### config.mk
export PLATFORM = sky130hd
export DESIGN_NAME = uart_byte_rx
export DESIGN_NICKNAME = d
export VERILOG_FILES = /design/src/rtl/uart_byte_rx_pkg.sv /design/src/rtl/uart_baud_tick.sv /design/src/rtl/uart_byte_rx.sv
export SDC_FILE = /design/constraint.sdc
export NUM_CORES = 1
export LEC_CHECK = 0
export ABC_AREA = 1
export CAP_MARGIN = 10
export CORE_UTILIZATION = 65
export DETAILED_ROUTE_END_ITERATION = 8
export PLACE_DENSITY_LB_ADDON = 0.2
export SLEW_MARGIN = 25
export SYNTH_ARGS = -nofsm -noshare
export SYNTH_HDL_FRONTEND = slang
export SYNTH_HIERARCHICAL = 1
export SYNTH_SLANG_ARGS = --single-unit
### constraint.sdc
create_clock -name Clk -period 42.8 [get_ports Clk]
set_clock_uncertainty 0.15 [all_clocks]
set_input_delay 8.56 -clock Clk [delete_from_list [all_inputs] [get_ports Clk]]
set_output_delay 8.56 -clock Clk [all_outputs]
set_load 0.02 [all_outputs]
### src/rtl/uart_byte_rx_pkg.sv
// uart_byte_rx_pkg: shared UART constants, FSM encodings and baud divisor helper.
// Shared with the transmit path; OVERSAMPLE is fixed at 16.
package uart_byte_rx_pkg;

  localparam int OVERSAMPLE = 16;
  localparam int VOTE_LO    = 6;
  localparam int VOTE_HI    = 10;

  localparam logic [2:0] BAUD_9600   = 3'd0;
  localparam logic [2:0] BAUD_19200  = 3'd1;
  localparam logic [2:0] BAUD_38400  = 3'd2;
  localparam logic [2:0] BAUD_57600  = 3'd3;
  localparam logic [2:0] BAUD_115200 = 3'd4;

  localparam logic [2:0] ST_IDLE   = 3'd0;
  localparam logic [2:0] ST_START  = 3'd1;
  localparam logic [2:0] ST_DATA   = 3'd2;
  localparam logic [2:0] ST_PARITY = 3'd3;
  localparam logic [2:0] ST_STOP   = 3'd4;

  // Encodings 5-7 fall back to the fastest rate.
  function automatic logic [15:0] baud_div(
    input int         clk_freq,
    input logic [2:0] sel
  );
    int baud;
    case (sel)
      BAUD_9600:   baud = 9600;
      BAUD_19200:  baud = 19200;
      BAUD_38400:  baud = 38400;
      BAUD_57600:  baud = 57600;
      BAUD_115200: baud = 115200;
      default:     baud = 115200;
    endcase
    return 16'(clk_freq / (baud * OVERSAMPLE));
  endfunction

endpackage

### src/rtl/uart_baud_tick.sv
// uart_baud_tick: 16x oversampling tick generator from a baud select code.
// Held at zero while clr is high; reusable by the transmit side.
module uart_baud_tick
  import uart_byte_rx_pkg::*;
#(
  parameter int CLK_FREQ = 50_000_000
) (
  input  logic       clk,
  input  logic       rst_n,
  input  logic       clr,
  input  logic [2:0] baud_sel,
  output logic       tick
);

  logic [15:0] cnt;
  logic [15:0] div;

  assign div  = baud_div(CLK_FREQ, baud_sel);
  assign tick = !clr && (cnt == div - 16'd1);

  always_ff @(posedge clk or negedge rst_n) begin
    if (!rst_n) begin
      cnt <= '0;
    end else if (clr || tick) begin
      cnt <= '0;
    end else begin
      cnt <= cnt + 16'd1;
    end
  end

endmodule

### src/rtl/uart_byte_rx.sv
// uart_byte_rx: 8N1 UART receiver, 16x oversampled with 5-sample majority vote.
// Define UART_RX_PARITY_EN for 8E1 framing and the Parity_Err strobe.
module uart_byte_rx
  import uart_byte_rx_pkg::*;
#(
  parameter int CLK_FREQ = 50_000_000
) (
  input  logic       Clk,
  input  logic       Reset_n,
  input  logic       uart_rx,
  input  logic [2:0] Baud_Set,
  output logic [7:0] Data,
  output logic       Rx_Done,
  output logic       Frame_Err
`ifdef UART_RX_PARITY_EN
  ,
  output logic       Parity_Err
`endif
);

  logic       rx_s1;
  logic       rx_s2;
  logic       rx_s3;
  logic       fall;
  logic [2:0] state;
  logic [2:0] baud_q;
  logic       idle;
  logic       tick;
  logic [3:0] s_cnt;
  logic [2:0] ones;
  logic [2:0] bit_cnt;
  logic [7:0] sh;
  logic       vote;
  logic       in_win;
  logic       at_vote;
  logic       at_end;
`ifdef UART_RX_PARITY_EN
  logic       par_bad;
`endif

  assign fall    = rx_s3 & ~rx_s2;
  assign idle    = (state == ST_IDLE);
  assign in_win  = (s_cnt >= 4'(VOTE_LO)) &&
                   (s_cnt <= 4'(VOTE_HI));
  assign at_vote = tick && (s_cnt == 4'(VOTE_HI));
  assign at_end  = tick && (s_cnt == 4'(OVERSAMPLE - 1));
  // Samples 6..9 are in ones; sample 10 is the live line.
  assign vote    = (ones + {2'b00, rx_s2}) >= 3'd3;

  always_ff @(posedge Clk or negedge Reset_n) begin
    if (!Reset_n) begin
      rx_s1 <= 1'b1;
      rx_s2 <= 1'b1;
      rx_s3 <= 1'b1;
    end else begin
      rx_s1 <= uart_rx;
      rx_s2 <= rx_s1;
      rx_s3 <= rx_s2;
    end
  end

  uart_baud_tick #(
    .CLK_FREQ (CLK_FREQ)
  ) u_tick (
    .clk      (Clk),
    .rst_n    (Reset_n),
    .clr      (idle),
    .baud_sel (baud_q),
    .tick     (tick)
  );

  always_ff @(posedge Clk or negedge Reset_n) begin
    if (!Reset_n) begin
      state     <= ST_IDLE;
      baud_q    <= '0;
      s_cnt     <= '0;
      ones      <= '0;
      bit_cnt   <= '0;
      sh        <= '0;
      Data      <= '0;
      Rx_Done   <= 1'b0;
      Frame_Err <= 1'b0;
`ifdef UART_RX_PARITY_EN
      par_bad    <= 1'b0;
      Parity_Err <= 1'b0;
`endif
    end else begin
      Rx_Done   <= 1'b0;
      Frame_Err <= 1'b0;
`ifdef UART_RX_PARITY_EN
      Parity_Err <= 1'b0;
`endif
      if (tick) begin
        s_cnt <= s_cnt + 4'd1;
        if (at_end) begin
          ones <= '0;
        end else if (in_win && rx_s2) begin
          ones <= ones + 3'd1;
        end
      end
      case (state)
        ST_IDLE: begin
          if (fall) begin
            state   <= ST_START;
            baud_q  <= Baud_Set;
            s_cnt   <= '0;
            ones    <= '0;
            bit_cnt <= '0;
          end
        end
        ST_START: begin
          if (at_vote && vote) begin
            state <= ST_IDLE;
          end else if (at_end) begin
            state <= ST_DATA;
          end
        end
        ST_DATA: begin
          if (at_vote) begin
            sh <= {vote, sh[7:1]};
          end
          if (at_end) begin
            bit_cnt <= bit_cnt + 3'd1;
            if (bit_cnt == 3'd7) begin
`ifdef UART_RX_PARITY_EN
              state <= ST_PARITY;
`else
              state <= ST_STOP;
`endif
            end
          end
        end
`ifdef UART_RX_PARITY_EN
        ST_PARITY: begin
          if (at_vote) begin
            par_bad <= vote ^ (^sh);
          end
          if (at_end) begin
            state <= ST_STOP;
          end
        end
`endif
        // Leave at mid stop bit so an immediately following start edge is seen.
        ST_STOP: begin
          if (at_vote) begin
            state     <= ST_IDLE;
            Frame_Err <= ~vote;
`ifdef UART_RX_PARITY_EN
            Rx_Done    <= vote & ~par_bad;
            Parity_Err <= vote & par_bad;
            if (vote && !par_bad) begin
              Data <= sh;
            end
`else
            Rx_Done <= vote;
            if (vote) begin
              Data <= sh;
            end
`endif
          end
        end
        default: state <= ST_IDLE;
      endcase
    end
  end

endmodule

==> results_dict.tcl, run 1 <==
set metrics [dict create \
    first_global_vias 6852 \
    grt_max_degree 54 \
    antenna_found_initial 0 \
    row_count 39 \
    slowest_stage "nor2_1" \
    vias_per_cell 5.70 \
    slew_headroom_pct 44.3 \
    cts_tree "yes" \
    setup-violations-final 0 \
    finalCritPeriodShare_pct 44.3 \
    start_kind "flop" \
    syn_to_final_growth_pct 4.24 \
    status "finished, final reports clean" \
    path_class "flop to flop" \
    die_w_um 110 \
    worstPathArrival_ns 18.99 \
    gp_congestion 0.999 \
    numClockSinks 53 \
    mostFrequentLayoutCells "305 x nand2_1, 153 x inv_1, 114 x nor2_1" \
    fin_tns_setup_ns 0 \
    globalRoute.totalOverflow 0 \
    portBuffers 15 \
    drtIter0Drc 656 \
    rsz0062_at_grt "false" \
    endpoint_kind "flop" \
    synthArstFlopShare_pct 100 \
    clk_pin_slew_worst_paths_ns 0.07 \
    postRouteAntennaNets 0 \
    initial_core_util_pct 66.5 \
    drive_above_1_share_pct 10.2 \
    drc 0 \
    crit_fanout 20 \
    synth_cell_types 56 \
    cts_hold_buf 0 \
    syn_area_um2 7560 \
    clockBufferDepth 2 \
    seq_area_frac_synth_pct 17.6 \
    wire_per_inst_um 14.0 \
    final.min_clock_period_ns 18.97 \
    synth_enable_flop_cells 0 \
    clock_latency_ns 0.30 \
    grt_pass1_wl_um 31200 \
    postCtsSetupBuffers 0 \
    vias 7577 \
    layout_commonest_cell "nand2_1" \
    fmax_mhz 52.7 \
    dp_hpwl_um 14400 \
    avgSynthCellArea_um2 6.40 \
    synth_flop_cell "dfrtp_1" \
    dr.pass1.iters 6 \
    n_fill_cell 1023 \
    n_antenna_cell 0 \
    synthCells 1181 \
    cpMostUsedCell "nand2_1" \
    critical_path.max_stage_delay_ns 0.75 \
    yosysWarnings 6 \
    maxCapViolations 0 \
    nets 1268 \
    drt_wl_total_um 18600 \
    core_area_um2 11400 \
    post_cts_resized 0 \
    cp.required_ns 42.83 \
    synth-seq-cells 53 \
    min-delay-path-class "flop to flop" \
    htreeDepth 2 \
    cts-buffers-inserted 5 \
    finalHoldViolations 0 \
    ios 16 \
    die_y_um 110 \
    dieArea_um2 12100 \
    grtUsageTotal_pct 32.5 \
    cts_root_buffer "clkbuf_16" \
    drv_slew 0 \
    tightest_slew_ns 0.833 \
]
## cells by family (layout without fill, tap and decap cells)
kind of cell	count (synthesis)	count (layout)	share of synthesized area, %
simple gates	653	653	41.4
buf+inv	189	192	10.8
compound gates	169	169	12.8
fa+ha+maj	76	76	12.6
flops	53	53	17.6
xor+xnor	39	39	4.77
other cells	2	5	0.0994
## through the flow
| stage | cell area [um2] | hold slack [ns] | worst slack (ns) | cells | utilization [%] |
|---|---|---|---|---|---|
| after floorplan | 7570 | 0.195 | 27.56 | 1184 | - |
| after global placement | 7730 | 0.196 | 24.95 | 1322 | 68.0 |
| after detailed placement | 7730 | 0.199 | 24.28 | 1322 | 68.0 |
| after CTS | 7880 | 0.208 | 24.23 | 1330 | 69.3 |
| after global routing | 7880 | 0.214 | 21.71 | 1330 | 69.3 |
| final | 7880 | 0.206 | 23.83 | 1330 | 69.3 |
## synth_stat cells, types with 3 or more instances
library cell	n	share of area, %
a211oi_1	3	0.30
a21oi_1	57	3.8
and2_1	3	0.25
buf_2	5	0.33
buf_4	5	0.50
buf_6	6	0.89
clkbuf_1	5	0.25
dfrtp_1	50	17
dfstp_2	3	1.0
ha_1	76	13
inv_1	153	7.6
inv_2	9	0.45
nand2_1	305	15
nand2_2	30	2.5
nand2_4	8	1.2
nand3_1	95	6.3
nand3_2	15	2.0
nand3_4	3	0.70
nand3b_1	4	0.40
nand4_1	29	2.4
nor2_1	114	5.7
nor2_2	17	1.4
nor2_4	6	0.89
nor3_1	9	0.60
o211ai_1	7	0.70
o21a_1	6	0.60
o21ai_0	66	4.4
o21ai_1	5	0.33
o21bai_1	5	0.50
o31ai_1	7	0.70
or2_2	4	0.33
xnor2_1	4	0.46
xor2_1	34	3.9
## worst max-delay path, delay by kind of cell, from the launching register on
family | cells | cell delay [ns]
AO/OA/AOI/OAI | 21 | 3.60
adder cells (fa/ha/maj) | 10 | 3.10
buffers and inverters | 18 | 2.96
flip-flops | 1 | 0.60
AND/OR/NAND/NOR | 64 | 8.39
## flip-flops by register name, summed over array words and instances, names as in the netlist
register and count:
Frame_Err 1, state 3, rx_s3 1, Data 8
baud_q 3, sh 8, s_cnt 4, bit_cnt 3
Rx_Done 1, rx_s2 1, ones 3, u_tick/cnt 16
rx_s1 1
## metal layers
metal	share of wire (%)	global-route usage [%]	up-vias	wire length, um
met1	44	41.1	3408	8160
met3	6.5	4.03	42	1210
met4	2.4	11.0	0	453
met2	47	56.8	261	8750
met5	0	0	-	0
li1	-	-	3866	-
## final cells by class
class | instances | area [um2] | share of cell area (%)
Tap cell | 143 | 179 | 2.27
Inverter | 166 | 631 | 8.01
Timing Repair Buffer | 18 | 168 | 2.13
Sequential cell | 53 | 1330 | 16.9
Clock inverter | 3 | 21.3 | 0.270
Clock buffer | 5 | 125 | 1.59
Multi-Input combinational cell | 942 | 5420 | 68.8
## path summary, 6_finish.rpt
kind / startpoint / to / slack, ns / depth (start not counted)
min reg2reg: rx_s1 / rx_s2 / 0.21 / 0
max in group asynchronous: Reset_n / ones[1] / 33.83 / 2
max reg2reg: baud_q[2] / sh[4] / 23.83 / 113
max: baud_q[2] / sh[4] / 23.83 / 113
min: rx_s1 / rx_s2 / 0.21 / 0
min in group asynchronous: Reset_n / Rx_Done / 8.21 / 2
Power of run 1 is not shown: default switching activity piles up to over one toggle a cycle in this logic, so the estimate is an artifact.
==> run 2: changes to the inputs <==
--- a/config.mk
+++ b/config.mk
@@ -7,7 +7,7 @@
 export LEC_CHECK = 0
 export ABC_AREA = 1
 export CAP_MARGIN = 10
-export CORE_UTILIZATION = 65
+export CORE_UTILIZATION = 59
 export DETAILED_ROUTE_END_ITERATION = 8
 export PLACE_DENSITY_LB_ADDON = 0.2
 export SLEW_MARGIN = 25
==> constraint.sdc (replaced) <==
create_clock -name Clk -period 16.22 [get_ports Clk]
set_clock_uncertainty 0.15 [all_clocks]
set_input_delay 3.244 -clock Clk [delete_from_list [all_inputs] [get_ports Clk]]
set_output_delay 3.244 -clock Clk [all_outputs]
set_load 0.02 [all_outputs]
==> run 2 against run 1 <==
  * Cell count rose by 5.9%
  * Worst hold slack about the same
  * Non-clock buffer count increased by 52
  * Worst setup slack got worse by 23 ns
  * First-iteration DRC count shrank 34%
  * Die area rose by 10%
  * Critical path type unchanged
  * Global-route usage fell by 2.8 points
  * Sequential share of layout area shrank 1.1 points
  * Routed wire length increased by 4.7%
==> results_dict.tcl, run 2 (synthesis gave the netlist of run 1 again) <==
set metrics [dict create \
    crit_fanout 10 \
    clock_latency_ns 0.29 \
    ios 16 \
    first_global_vias 7205 \
    slew_headroom_pct 56.8 \
    start_kind "flop" \
    dr.pass1.iters 5 \
    vias 7730 \
    layout_commonest_cell "nand2_1" \
    placed_area_um2 7940 \
    fmax_mhz 66.8 \
    initial_core_util_pct 61.6 \
    tightest_slew_ns 0.648 \
    clockBufferDepth 2 \
    dieArea_um2 13300 \
    postRouteAntennaNets 0 \
    regMostFlops "u_tick/cnt" \
    antenna_found_initial 0 \
    gp_congestion 0.932 \
    setup-violations-final 0 \
    largest_reg_flops 16 \
    critical_path.max_stage_delay_ns 0.62 \
    reg_top3 "u_tick/cnt x16, Data x8, sh x8" \
    drt_wl_total_um 19400 \
    maxCapViolations 0 \
    grtUsageTotal_pct 29.7 \
    nets 1322 \
    vias_per_cell 5.49 \
    die_w_um 115 \
    cts_tree "yes" \
    syn_to_final_growth_pct 11.6 \
    portBuffers 15 \
    htreeDepth 2 \
    dp_hpwl_um 14600 \
    cts_root_buffer "clkbuf_16" \
    drtIter0Drc 436 \
    fin_tns_setup_ns 0 \
    numClockSinks 53 \
    path_class "flop to flop" \
    cp.required_ns 16.30 \
    min-delay-path-class "flop to flop" \
    final.min_clock_period_ns 14.98 \
    wire_per_inst_um 13.8 \
    drc 0 \
    slowest_stage "dfrtp_1" \
    mostFrequentLayoutCells "305 x nand2_1, 151 x inv_1, 107 x nor2_1" \
    row_count 40 \
    globalRoute.totalOverflow 0 \
    core_area_um2 12300 \
    n_antenna_cell 0 \
    clk_pin_slew_worst_paths_ns 0.07 \
    cpMostUsedCell "nand2_1" \
    cts-buffers-inserted 5 \
    endpoint_kind "flop" \
    drive_above_1_share_pct 15.6 \
    die_y_um 115 \
    grt_pass1_wl_um 32000 \
    finalCritPeriodShare_pct 92.3 \
    finalHoldViolations 0 \
    postLayoutCellArea_um2 8430 \
    drv_slew 0 \
    worstPathArrival_ns 15.06 \
    fin_util_pct 68.7 \
    grt_max_degree 54 \
    status "finished, final reports clean" \
]
-- run 2: worst paths after layout --
path / startpoint / end / slack (ns) / cells past startpoint
min reg2reg: rx_s1 / rx_s2 / 0.21 / 0
max: baud_q[1] / Data[0] / 1.24 / 114
min: rx_s1 / rx_s2 / 0.21 / 0
max in group asynchronous: Reset_n / baud_q[0] / 12.55 / 2
max reg2reg: baud_q[1] / Data[0] / 1.24 / 114
min in group asynchronous: Reset_n / sh[2] / 2.92 / 2
-- run 2: through the flow --
stage | std cells | setup WS [ns] | hold WS [ns]
floorplan | 1184 | 0.984 | 0.195
global placement | 1371 | 0.360 | 0.197
detailed placement | 1371 | -0.194 | 0.198
CTS | 1379 | 0.0219 | 0.207
global route | 1409 | -0.206 | 0.213
finish | 1409 | 1.24 | 0.206
-- run 2: area by class of cell --
type	instances	area (um2)
clock buffer	6	129
clock inverter	2	15.0
fill	1079	3830
inverter	166	639
multi-input combinational	944	5550
sequential	53	1330
tap	168	210
timing repair buffer	70	558
-- run 2: what timing repair did --
action,in CTS,in global routing
gates resized for setup,2,37
endpoints found under the setup margin,12,47
cloned,0,2
hold buffers,0,0
buffers inserted,0,28
pin swaps,0,11
-- run 2: layer usage --
layer | global-route usage (%) | vias to the layer above | wire, um
li1 | - | 3968 | -
met1 | 37.7 | 3501 | 8500
met2 | 53.1 | 212 | 9350
met3 | 2.85 | 49 | 1080
met4 | 9.61 | 0 | 513
met5 | 0 | - | 0
-- run 2: worst max-delay path: cells and delay by family, from the launching register on --
kind	cells	cell delay, ns
AO/OA/AOI/OAI	15	2.22
adder cells (fa/ha/maj)	11	3.07
buffers and inverters	21	2.22
flip-flops	1	0.62
AND/OR/NAND/NOR	67	6.62
Power of run 2 is left out for the same reason.
==> run 3: changes to the inputs <==
--- a/config.mk
+++ b/config.mk
@@ -15,3 +15,4 @@
 export SYNTH_HDL_FRONTEND = slang
 export SYNTH_HIERARCHICAL = 1
 export SYNTH_SLANG_ARGS = --single-unit
+export TNS_END_PERCENT = 5
==> results of run 3 <==
The final DEF is identical to that of run 2; final timing and power are the same.
Power of run 3 is left out for the same reason.
